### src/rtl/csd_shift_add_mult.sv
// Multiplierless constant multiplier: streams CSD digits MSB first from a synchronous
// digit memory and forms x * constant by Horner shift-add/subtract, one digit per cycle.
module csd_shift_add_mult #(
  parameter int unsigned WX   = 8,
  parameter int unsigned NDIG = 16,
  parameter int unsigned AW   = 4
) (
  input  logic                 i_clk,
  input  logic                 i_reset,
  input  logic                 i_start,
  input  logic [WX-1:0]        i_x_in,
  output logic                 o_rd_en,
  output logic [AW-1:0]        o_rd_addr,
  input  logic [1:0]           i_rd_data,
  output logic [WX+NDIG-1:0]   o_product,
  output logic                 o_busy,
  output logic                 o_done,
  output logic                 o_err
);

  localparam int unsigned PW = WX + NDIG;

  localparam logic [1:0] StIdle  = 2'd0;
  localparam logic [1:0] StRun   = 2'd1;
  localparam logic [1:0] StDrain = 2'd2;
  localparam logic [1:0] StDone  = 2'd3;

  localparam logic [AW-1:0] CntInit = AW'(NDIG - 1);

  logic [1:0]    r_state;
  logic [AW-1:0] r_cnt;
  logic [WX-1:0] r_x;
  logic          r_valid_d;
  logic [PW-1:0] r_acc;
  logic [PW-1:0] r_product;
  logic          r_err;

  logic [PW-1:0] w_x_ext;
  logic [PW-1:0] w_acc_shl;
  logic [PW-1:0] w_acc_next;
  logic          w_illegal;

  assign w_x_ext   = {{NDIG{r_x[WX-1]}}, r_x};
  assign w_acc_shl = {r_acc[PW-2:0], 1'b0};
  assign w_illegal = (i_rd_data == 2'b10);

  // Illegal code 10 falls through to the zero-digit path.
  always_comb begin
    w_acc_next = w_acc_shl;
    case (i_rd_data)
      2'b01:   w_acc_next = w_acc_shl + w_x_ext;
      2'b11:   w_acc_next = w_acc_shl - w_x_ext;
      default: w_acc_next = w_acc_shl;
    endcase
  end

  always_ff @(posedge i_clk) begin
    if (i_reset) begin
      r_state   <= StIdle;
      r_cnt     <= '0;
      r_x       <= '0;
      r_valid_d <= 1'b0;
      r_acc     <= '0;
      r_product <= '0;
      r_err     <= 1'b0;
    end else begin
      r_valid_d <= o_rd_en;
      if (r_valid_d) begin
        r_acc <= w_acc_next;
        if (w_illegal) r_err <= 1'b1;
      end
      case (r_state)
        StIdle: begin
          if (i_start) begin
            r_state <= StRun;
            r_x     <= i_x_in;
            r_acc   <= '0;
            r_cnt   <= CntInit;
            r_err   <= 1'b0;
          end
        end
        StRun: begin
          r_cnt <= r_cnt - 1'b1;
          if (r_cnt == '0) r_state <= StDrain;
        end
        StDrain: begin
          // Address 0 lands this edge, so capture the updated sum directly.
          r_state   <= StDone;
          r_product <= w_acc_next;
        end
        StDone:  r_state <= StIdle;
        default: r_state <= StIdle;
      endcase
    end
  end

  assign o_rd_en   = (r_state == StRun);
  assign o_rd_addr = o_rd_en ? r_cnt : '0;
  assign o_product = r_product;
  assign o_busy    = (r_state == StRun) || (r_state == StDrain);
  assign o_done    = (r_state == StDone);
  assign o_err     = r_err;

endmodule

### config.mk
export PLATFORM = sky130hd
export DESIGN_NAME = csd_shift_add_mult
export DESIGN_NICKNAME = d
export VERILOG_FILES = /design/src/rtl/csd_shift_add_mult.sv
export SDC_FILE = /design/constraint.sdc
export NUM_CORES = 1
export LEC_CHECK = 0
export BUFFER_PORTS_ARGS = -buffer_cell sky130_fd_sc_hd__buf_2
export CORE_MARGIN = 2
export CORE_UTILIZATION = 55
export DETAILED_ROUTE_END_ITERATION = 10
export PLACE_DENSITY = 0.73
export SLEW_MARGIN = 20
export SYNTH_ARGS = -nofsm -noshare
export SYNTH_HDL_FRONTEND = slang
export SYNTH_SLANG_ARGS = --single-unit
### constraint.sdc
create_clock -name i_clk -period 10.6 [get_ports i_clk]
set_clock_uncertainty 0.15 [all_clocks]
set_input_delay 1.06 -clock i_clk [delete_from_list [all_inputs] [get_ports i_clk]]
set_output_delay 1.06 -clock i_clk [all_outputs]
set_load 0.02 [all_outputs]
==> metrics.md <==
| Metric | Value |
|---|---|
| Worst hold endpoint | `o_product[17]` |
| Worst R2R Path Depth | `11` |
| Post-synth net total | `714` |
| Hold depth | `2` |
| Layout area overhead | `8.41%` |
| Antenna cells | `0` |
| Static leakage power | `2.29 nW` |
| Starting density of the core | `57.3%` |
| Final-report setup violation count | `0` |
| Area occupied by multi-input gates | `3490 µm²` |
| Global-route wire length before repair | `22.5 mm` |
| Largest net degree at the start of global routing | `43` |
| Worst EP required | `10,710 ps` |
| Clock transition at the registers of the reported paths | `70 ps` |
| Post-Synth Adder-Cell Area | `12.9%` |
| Mean post-synth cell area | `7.76 µm²` |
| Area of the die | `9960 µm²` |
| Yosys warns | `0` |
| Worst-path fanout max | `21` |
| Synthesized flop and latch total | `63` |
| Residual DRC | `0` |
| Vias per cell | `6.33` |
| CP Class | `reg -> reg` |
| Async set-reset flop share out of synthesis | `0%` |
| Post-synthesis mux area share | `4.22%` |
| Largest family of logic cells by synthesized area | `compound AO/OA/AOI/OAI gates` |
| Worst R2R End | `o_product[18]` |
| Number of synthesized flops with an enable pin | `0` |
| Synthesized area | `5050 µm²` |
| Dominant synthesized flop cell | `dfxtp_1` |
| WL/cell | `17.4 µm` |
| Cts hold-fix bufs | `0` |
| Post-synthesis compound-gate area fraction | `27.3%` |
| Final net count | `732` |
| H-tree levels | `3` |
| DRT Wirelength | `13.6 mm` |
| CP endpoint kind | `flip-flop` |
| Setup TNS | `0 ps` |
| DR pass1 iterations | `4` |
| Place WS | `6260 ps` |
| Distinct cell type count after synthesis | `70` |
| Worst R2R Setup Slack | `6110 ps` |
| Max clock buf depth | `2` |
| Final RePlAce weighted congestion | `0.936` |
| Die height | `99.8 µm` |
| Vias in the first global route | `4,555` |
| Slew margin rel. | `45.2%` |
| Max Slew Vio Count | `0` |
| Post-CTS Resized | `0` |
| Run status | `finished, final reports clean` |
| Die X-Extent | `99.8 µm` |
| Total CTS buffers | `9` |
| Final period utilization | `42.4%` |
| Worst-Skew Late Latency | `340 ps` |
| Worst r2r src | `r_x[7]` |
| Seq/Total Area, Yosys | `25.0%` |
| GRT overflow | `0` |
| CP Launch Type | `flip-flop` |
| Clk sink count | `63` |
| Fin crit period | `4490 ps` |
| Buffers added on ports | `44` |
| Num rows | `34` |
| Post-DP HPWL | `10.1 mm` |
| Ports | `45` |
| Max Cap Viol | `0` |
| Gr usage total | `27.8%` |
| Worst-margin pin slew | `817 ps` |
| CP arrival | `4600 ps` |
| # fillers | `788` |
| Storage cell area | `1260 µm²` |
| Hold Fails Final Rpt | `0` |
| Worst Hold Launch | `o_product[17]` |
| Fraction of final layout cells sized beyond drive strength 1 | `11.7%` |
| Final worst setup slack | `6110 ps` |
| Initial antenna violation count | `0` |
| Post-Synthesis Cells | `650` |
| Maximum clock rate | `222 MHz` |
| Root Driver | `clkbuf_8` |
| Post-route ant nets | `0` |
| Core Area | `8810 µm²` |
| Routed vias | `4,941` |
| Detailed router's first-iteration violation count | `360` |
| Post-Synth Simple-Gate Area | `21.6%` |
| Post-CTS Setup Repair Bufs | `0` |
| RSZ-0062 raised after global routing | `no` |
| Synth Area in XOR/XNOR | `3.12%` |
| Class of the worst hold path | `reg -> reg` |
| CTS tree | `built` |
| PwrDens | `229 nW/µm²` |
| VDD IR max | `0.161 mV` |
[where the power goes]
group	leakage [nW]	internal, mW	switching, mW
sequential	0.513	0.286	0.0489
combinational	1.66	0.260	0.422
clock	0.115	0.136	0.103
total	2.29	0.682	0.573
[layer usage]
metal	global-route usage, %	up-vias	part of all wire (%)
met4	7.90	0	1.4
li1	-	2396	-
met1	42.4	2308	49
met2	39.7	217	41
met5	0	-	0
met3	5.22	20	8.0
[layout by cell type, fill, tap and decap left out, drive strengths merged, types with 4 or more instances in the layout]
master / instances
a211oi: 18
a21o: 6
nand3: 20
clkbuf: 9
a31oi: 8
nor4: 7
or2: 4
dfxtp: 63
nor2: 67
o41ai: 4
o22ai: 8
o211ai: 10
nand4: 4
nor2b: 8
nand2: 42
and2: 7
a311oi: 8
buf: 46
a221oi: 4
o21ai: 41
o21bai: 4
and3: 7
o31ai: 5
a21oi: 64
inv: 34
o21a: 7
mux2i: 19
ha: 49
nand3b: 7
nand2b: 22
xnor2: 15
nor3: 16
[synth_stat cells, drive strengths merged (16+ instances only)]
library cell,count,share of area [%]
a211oi,18,2.9
inv,31,2.3
o21ai,41,4.1
ha,49,12
nand3,20,2.1
clkbuf,19,1.6
nand2,42,3.1
dfxtp,63,25
nand2b,22,2.9
buf,20,1.8
nor2,67,5.0
a21oi,64,6.3
nor3,16,1.6
mux2i,19,3.8
[metrics by stage]
stage          instances  utilization [%]  area (µm²)  hold WS [ps]  total power, mW
3_5_place_dp         765             59.5        5240           313             1.01
3_3_place_gp         765             59.5        5240           298            0.995
5_1_grt              781             62.1        5470           346             1.35
4_1_cts              781             62.1        5470           330             1.25
2_1_floorplan        650                -        5050           304            0.843
6_report             781             62.1        5470           329             1.25
[layout make-up]
cell class / instances / area share (%)
Multi-Input combinational cell: 516 / 63.8
Sequential cell: 63 / 23.1
Timing Repair Buffer: 46 / 4.30
Tap cell: 108 / 2.47
Clock buffer: 9 / 2.26
Inverter: 32 / 2.20
Clock inverter: 7 / 1.90
[how the worst max path moves through the flow]
stage,startpoint,endpoint,slack [ps],depth (start not counted)
after floorplan,r_x[7],r_acc[22],7080,12
after global placement,r_x[7],o_product[18],6310,11
after detailed placement,r_x[7],o_product[18],6260,11
after CTS,r_x[7],o_product[18],6220,11
after global routing,r_x[7],r_acc[22],5830,11
final,r_x[7],o_product[18],6110,11
[registers in the layout, summed over array words and instances (netlist names)]
signal,count
o_product,24
r_acc,23
r_state,2
o_err,1
r_cnt,4
r_valid_d,1
r_x,8
[logic make-up after synthesis]
| family | Yosys count |
|---|---|
| buf+inv | 71 |
| xor+xnor | 18 |
| simple gates | 219 |
| compound gates | 207 |
| flops | 63 |
| mux | 21 |
| fa+ha+maj | 51 |
[worst max-delay path: stages (launching register included)]
cell       delay [ps]
dfxtp_1           850
inv_1             550
ha_1              660
nand2b_1          170
a221oi_1           90
a2111oi_0         410
a221oi_1          170
o22ai_1           480
o21ai_0           190
a311oi_1          350
a211oi_2          100
a211oi_2          240
(Power assumes the default switching activity.)
